$ cat config.mk
export PLATFORM = sky130hd
export DESIGN_NAME = div_8bit_seq
export DESIGN_NICKNAME = d
export VERILOG_FILES = /design/src/rtl/div_pkg.sv /design/src/rtl/div_8bit_seq_addsub.sv /design/src/rtl/div_8bit_seq.sv
export SDC_FILE = /design/constraint.sdc
export NUM_CORES = 1
export LEC_CHECK = 0
export BUFFER_PORTS_ARGS = -buffer_cell sky130_fd_sc_hd__buf_2
export CORE_UTILIZATION = 58
export DETAILED_ROUTE_END_ITERATION = 6
export PLACE_DENSITY_LB_ADDON = 0.2
export SYNTH_ARGS = -nofsm -noshare
export SYNTH_HDL_FRONTEND = slang
export SYNTH_HIERARCHICAL = 1
export SYNTH_SLANG_ARGS = --single-unit
$ cat constraint.sdc
create_clock -name clk -period 3.21 [get_ports clk]
set_clock_uncertainty 0.2 [all_clocks]
set_input_delay 0.642 -clock clk [delete_from_list [all_inputs] [get_ports clk]]
set_output_delay 0.642 -clock clk [all_outputs]
set_load 0.005 [all_outputs]
$ cat src/rtl/div_pkg.sv
// Shared definitions for the iterative restoring divider: widths, the
// divide-by-zero quotient and the FSM state encoding.
package div_pkg;

    localparam int unsigned DIV_W = 8;
    localparam logic [DIV_W-1:0] DBZ_QUOT = 8'hFF;
    localparam int unsigned CNT_W = $clog2(DIV_W);

    typedef enum logic [1:0] {
        IDLE = 2'd0,
        RUN  = 2'd1,
        DONE = 2'd2
    } div_state_t;

endpackage

$ cat src/rtl/div_8bit_seq_addsub.sv
// Combinational adder/subtractor used as the divider's trial subtractor.
// Ports:
//   a, b      operands
//   sel       0: a + b, 1: a - b
//   result_c  low W bits of the result
//   cout_c    carry out on add; borrow (1 = a < b) on subtract
module div_8bit_seq_addsub #(
    parameter int unsigned W = 8
) (
    input  logic [W-1:0] a,
    input  logic [W-1:0] b,
    input  logic         sel,
    output logic [W-1:0] result_c,
    output logic         cout_c
);

    logic [W:0] full;

    // Zero-extended arithmetic: bit W is carry on add, borrow on subtract.
    always_comb begin
        if (sel) begin
            full = {1'b0, a} - {1'b0, b};
        end else begin
            full = {1'b0, a} + {1'b0, b};
        end
    end

    assign result_c = full[W-1:0];
    assign cout_c   = full[W];

endmodule

$ cat src/rtl/div_8bit_seq.sv
// Iterative unsigned restoring divider, one trial subtraction per clock.
// Ports:
//   clk, rst_n    clock, asynchronous active-low reset
//   start         request, accepted in IDLE or DONE
//   dividend      numerator, latched on accepted start
//   divisor       denominator, latched on accepted start
//   busy          high while iterating
//   done          one-cycle pulse, results valid from this cycle
//   quotient      registered quotient, held until next completion
//   remainder     registered remainder, held until next completion
//   div_by_zero   set with done when the divisor was zero
module div_8bit_seq
    import div_pkg::*;
#(
    parameter int unsigned     WIDTH    = DIV_W,
    parameter logic [WIDTH-1:0] DBZ_Q   = DBZ_QUOT
) (
    input  logic             clk,
    input  logic             rst_n,
    input  logic             start,
    input  logic [WIDTH-1:0] dividend,
    input  logic [WIDTH-1:0] divisor,
    output logic             busy,
    output logic             done,
    output logic [WIDTH-1:0] quotient,
    output logic [WIDTH-1:0] remainder,
    output logic             div_by_zero
);

    localparam int unsigned CW = (WIDTH > 1) ? $clog2(WIDTH) : 1;

    div_state_t       state, state_nxt;
    logic [CW-1:0]    cnt, cnt_nxt;
    logic [WIDTH-1:0] q_w, q_w_nxt;
    logic [WIDTH-1:0] r_w, r_w_nxt;
    logic [WIDTH-1:0] d_w, d_w_nxt;
    logic             dbz_pend, dbz_pend_nxt;
    logic             busy_nxt, done_nxt, dbz_nxt;
    logic [WIDTH-1:0] quot_nxt, rem_nxt;

    logic [WIDTH:0]   s;
    logic [WIDTH-1:0] diff_c;
    logic             sub_borrow_c;
    logic             borrow;
    logic [WIDTH-1:0] r_step, q_step;

    // Partial remainder shifted left with the next dividend bit.
    assign s = {r_w, q_w[WIDTH-1]};

    div_8bit_seq_addsub #(.W(WIDTH)) u_trial (
        .a        (s[WIDTH-1:0]),
        .b        (d_w),
        .sel      (1'b1),
        .result_c (diff_c),
        .cout_c   (sub_borrow_c)
    );

    // With the top bit of s set the trial always succeeds; the low bits of
    // the modular difference are still the correct new remainder.
    assign borrow = sub_borrow_c & ~s[WIDTH];
    assign r_step = borrow ? s[WIDTH-1:0] : diff_c;
    assign q_step = {q_w[WIDTH-2:0], ~borrow};

    // Next-state and next-output logic.
    always_comb begin
        state_nxt    = state;
        cnt_nxt      = cnt;
        q_w_nxt      = q_w;
        r_w_nxt      = r_w;
        d_w_nxt      = d_w;
        dbz_pend_nxt = 1'b0;
        quot_nxt     = quotient;
        rem_nxt      = remainder;
        dbz_nxt      = div_by_zero;

        case (state)
            IDLE, DONE: begin
                if (dbz_pend) begin
                    // Divide-by-zero reports one cycle after acceptance,
                    // matching the operand-latch cycle of a normal division.
                    state_nxt = DONE;
                    quot_nxt  = DBZ_Q;
                    rem_nxt   = q_w;
                    dbz_nxt   = 1'b1;
                end else if (start) begin
                    q_w_nxt = dividend;
                    r_w_nxt = '0;
                    d_w_nxt = divisor;
                    cnt_nxt = '0;
                    if (divisor != '0) begin
                        state_nxt = RUN;
                    end else begin
                        state_nxt    = IDLE;
                        dbz_pend_nxt = 1'b1;
                    end
                end else begin
                    state_nxt = IDLE;
                end
            end
            RUN: begin
                q_w_nxt = q_step;
                r_w_nxt = r_step;
                cnt_nxt = CW'(cnt + 1'b1);
                if (cnt == CW'(WIDTH - 1)) begin
                    state_nxt = DONE;
                    quot_nxt  = q_step;
                    rem_nxt   = r_step;
                    dbz_nxt   = 1'b0;
                end
            end
            default: state_nxt = IDLE;
        endcase

        busy_nxt = (state_nxt == RUN);
        done_nxt = (state_nxt == DONE);
    end

    // State, working and output registers.
    always_ff @(posedge clk or negedge rst_n) begin
        if (!rst_n) begin
            state       <= IDLE;
            cnt         <= '0;
            q_w         <= '0;
            r_w         <= '0;
            d_w         <= '0;
            dbz_pend    <= 1'b0;
            busy        <= 1'b0;
            done        <= 1'b0;
            quotient    <= '0;
            remainder   <= '0;
            div_by_zero <= 1'b0;
        end else begin
            state       <= state_nxt;
            cnt         <= cnt_nxt;
            q_w         <= q_w_nxt;
            r_w         <= r_w_nxt;
            d_w         <= d_w_nxt;
            dbz_pend    <= dbz_pend_nxt;
            busy        <= busy_nxt;
            done        <= done_nxt;
            quotient    <= quot_nxt;
            remainder   <= rem_nxt;
            div_by_zero <= dbz_nxt;
        end
    end

endmodule
==> impl_metrics.toml <==
[pwr]
power_density_nw_per_um2 = 1290
max-vdd-ir-drop_v = 0.000566
leakage_nw = 1.51

[routing]
drcViolationCount = 0
drt_first_pass_iters = 4
detail_route.vias_per_cell = 5.60
wl_um = 5630
num_vias = 2244
wire_per_inst_um = 14.0
ant_nets = 0
first_iter_violations = 170

[yosys]
synth.distinct_cells = 47
synth-main-ff-cell = "dfrtp_1"
syn_inst = 302
synth_area_per_cell_um2 = 9.47
synth_edf_count = 0
synth.net_count = 333
synth-seq-cells = 49
syn-cell-area_um2 = 2860
ys_warn_count = 6
yosysSeqAreaShare = 0.429
synthArstFlopShare = 1.00

[global_routing]
grtUsageTotal = 0.242
grt_pass1_vias = 2119
antenna_found_initial = 0
gr-total-overflow = 0
grt_max_degree = 33
grt_pass1_wl_um = 9780

[timing]
max_freq_ghz = 0.333
slew_headroom = 0.256
slew_viol_final = 0
setup_ws_ns = 0.203
hold_violations = 0
worst_slew_pin_slew_ns = 1.12
setup_violations = 0
rsz0062_at_grt = "false"
setup-tns-final_ns = 0
period_share = 0.937
period_needed_ns = 3.01

[die]
core_um2 = 4720
die_w_um = 72.2
rows = 25
dieArea_um2 = 5220
initial_utilization = 0.606
die_y_um = 72.2
ioPinCount = 38

[setup_path]
cp.arrival_ns = 2.99
path_class = "reg2reg"
cp-end-kind = "flip-flop"
crit_path_start_kind = "flip-flop"
required_ns = 3.19
cp_max_fo = 10

[layout]
area_growth_pct = 9.32
design_area_um2 = 3130
nFillCells = 405
antenna_cells = 0
fin_util = 0.662
final_common_cell = "dfrtp_1"
layout-drive-gt1-share = 0.207
layout_common_cells = "dfrtp_1, nand2_1, buf_2, nor2_1, nand3_1"
nets = 365

[clock_network]
cts-resized-gates = 0
postCtsHoldBufs = 0
postCtsSetupBuffers = 0
clkTransAtPathRegs_ns = 0.10
cts_tree = "built"
clock_latency_ns = 0.31
cts_root_buf = "clkbuf_8"
cts_max_level = 2
cts_buffer_depth = 2
cts-buffers-inserted = 5
cts_sinks = 49

[placement]
dpl_cell_area_um2 = 3040
port_buffers = 37
dp_hpwl_um = 4290
gp_congestion = 0.882
pre_cts_slack_ns = 0.222

[job]
maxCapViolations = 0

[outcome]
status = "finished clean"

[min_path]
hp-class = "in2async"
## synth_stat cells, types with 2 or more instances
cell | n | area (um^2)
a31oi_1 | 9 | 56.3
nand3_1 | 19 | 95.1
xor2_1 | 3 | 26.3
inv_1 | 17 | 63.8
ha_1 | 11 | 138
a21o_1 | 2 | 15.0
nor3_1 | 3 | 15.0
xnor2_1 | 9 | 78.8
buf_6 | 5 | 56.3
nor2b_1 | 3 | 18.8
nor2_1 | 24 | 90.1
nor4_1 | 2 | 12.5
buf_2 | 7 | 35.0
nand2_1 | 48 | 180
a2bb2oi_1 | 2 | 17.5
and3_1 | 2 | 12.5
nand2b_1 | 4 | 25.0
a21oi_1 | 12 | 60.1
dfrtp_1 | 49 | 1230
clkbuf_1 | 3 | 11.3
o21ai_1 | 9 | 45.0
a211oi_1 | 8 | 60.1
o21ai_0 | 4 | 20.0
mux2i_1 | 9 | 90.1
o31ai_2 | 8 | 100
and3b_1 | 8 | 70.1
o21a_1 | 2 | 15.0
## routing by layer
| layer | vias up | part of all wire | GRT usage |
|---|---|---|---|
| met2 | 66 | 0.46 | 0.394 |
| met4 | 0 | 0.0087 | 0.0806 |
| li1 | 1105 | - | - |
| met1 | 1066 | 0.47 | 0.332 |
| met3 | 7 | 0.057 | 0.0417 |
| met5 | - | 0 | 0 |
## logic make-up (layout without fill, tap and decap cells)
group / after synthesis / in the layout / share of synthesized area
AO/OA/AOI/OAI: 62 / 62 / 0.160
XOR/XNOR: 12 / 12 / 0.0367
adder cells (fa/ha/maj): 12 / 12 / 0.0551
buffers and inverters: 35 / 67 / 0.0678
flip-flops: 49 / 49 / 0.429
multiplexers: 10 / 10 / 0.0354
other: 1 / 1 / 0.00131
AND/OR/NAND/NOR: 121 / 121 / 0.215
## worst paths after layout
| check | start | to | slack, ns | cells past startpoint |
|---|---|---|---|---|
| min reg2reg | div_by_zero$_DFFE_PN0P_ | div_by_zero$_DFFE_PN0P_ | 0.28 | 2 |
| min | rst_n | quotient[1]$_DFFE_PN0P_ | 0.07 | 1 |
| max in group asynchronous | rst_n | r_w[1]$_DFFE_PN0P_ | 2.01 | 2 |
| max | d_w[2]$_DFFE_PN0P_ | remainder[0]$_DFFE_PN0P_ | 0.20 | 10 |
| min in group clk | div_by_zero$_DFFE_PN0P_ | div_by_zero$_DFFE_PN0P_ | 0.28 | 2 |
| max reg2reg | d_w[2]$_DFFE_PN0P_ | remainder[0]$_DFFE_PN0P_ | 0.20 | 10 |
## worst max-delay path: stages, from the launching register on
cell	delay, ns
dfrtp_1	0.46
xnor2_1	0.20
ha_1	0.30
nor2b_4	0.15
o2111ai_2	0.20
a32oi_2	0.14
xnor2_1	0.49
nand2b_1	0.14
buf_4	0.19
a211oi_1	0.31
o31ai_2	0.10
## power by group
| part | switching, W | internal [W] | leakage (nW) |
|---|---|---|---|
| combinational | 0.00144 | 0.00108 | 0.896 |
| sequential | 0.000239 | 0.000913 | 0.578 |
| clock | 0.000211 | 0.000151 | 0.0402 |
## state kept, by name, summed over array words and instances (netlist names)
| signal | cells |
|---|---|
| cnt | 3 |
| r_w | 8 |
| d_w | 8 |
| quotient | 8 |
| dbz_pend | 1 |
| q_w | 8 |
| state | 2 |
| div_by_zero | 1 |
| done | 1 |
| remainder | 8 |
| busy | 1 |
## layout make-up
| class | count | area (um^2) | share of cell area |
|---|---|---|---|
| multi-input cells | 218 | 1440 | 0.461 |
| repair buffers | 41 | 215 | 0.0688 |
| flip-flops and latches | 49 | 1230 | 0.392 |
| clock inverters | 2 | 16.3 | 0.00520 |
| inverters | 19 | 76.3 | 0.0244 |
| clock buffers | 5 | 68.8 | 0.0220 |
| well taps | 67 | 83.8 | 0.0268 |
## metrics by stage
step / instances / power, W / hold slack, ns
2_1_floorplan: 302 / 0.00310 / 0.146
3_3_place_gp: 394 / 0.00359 / 0.255
3_5_place_dp: 394 / 0.00367 / 0.259
4_1_cts: 401 / 0.00403 / 0.0878
5_1_grt: 401 / 0.00439 / 0.112
6_report: 401 / 0.00404 / 0.0668
No activity file was read; power rests on OpenSTA's default activity.
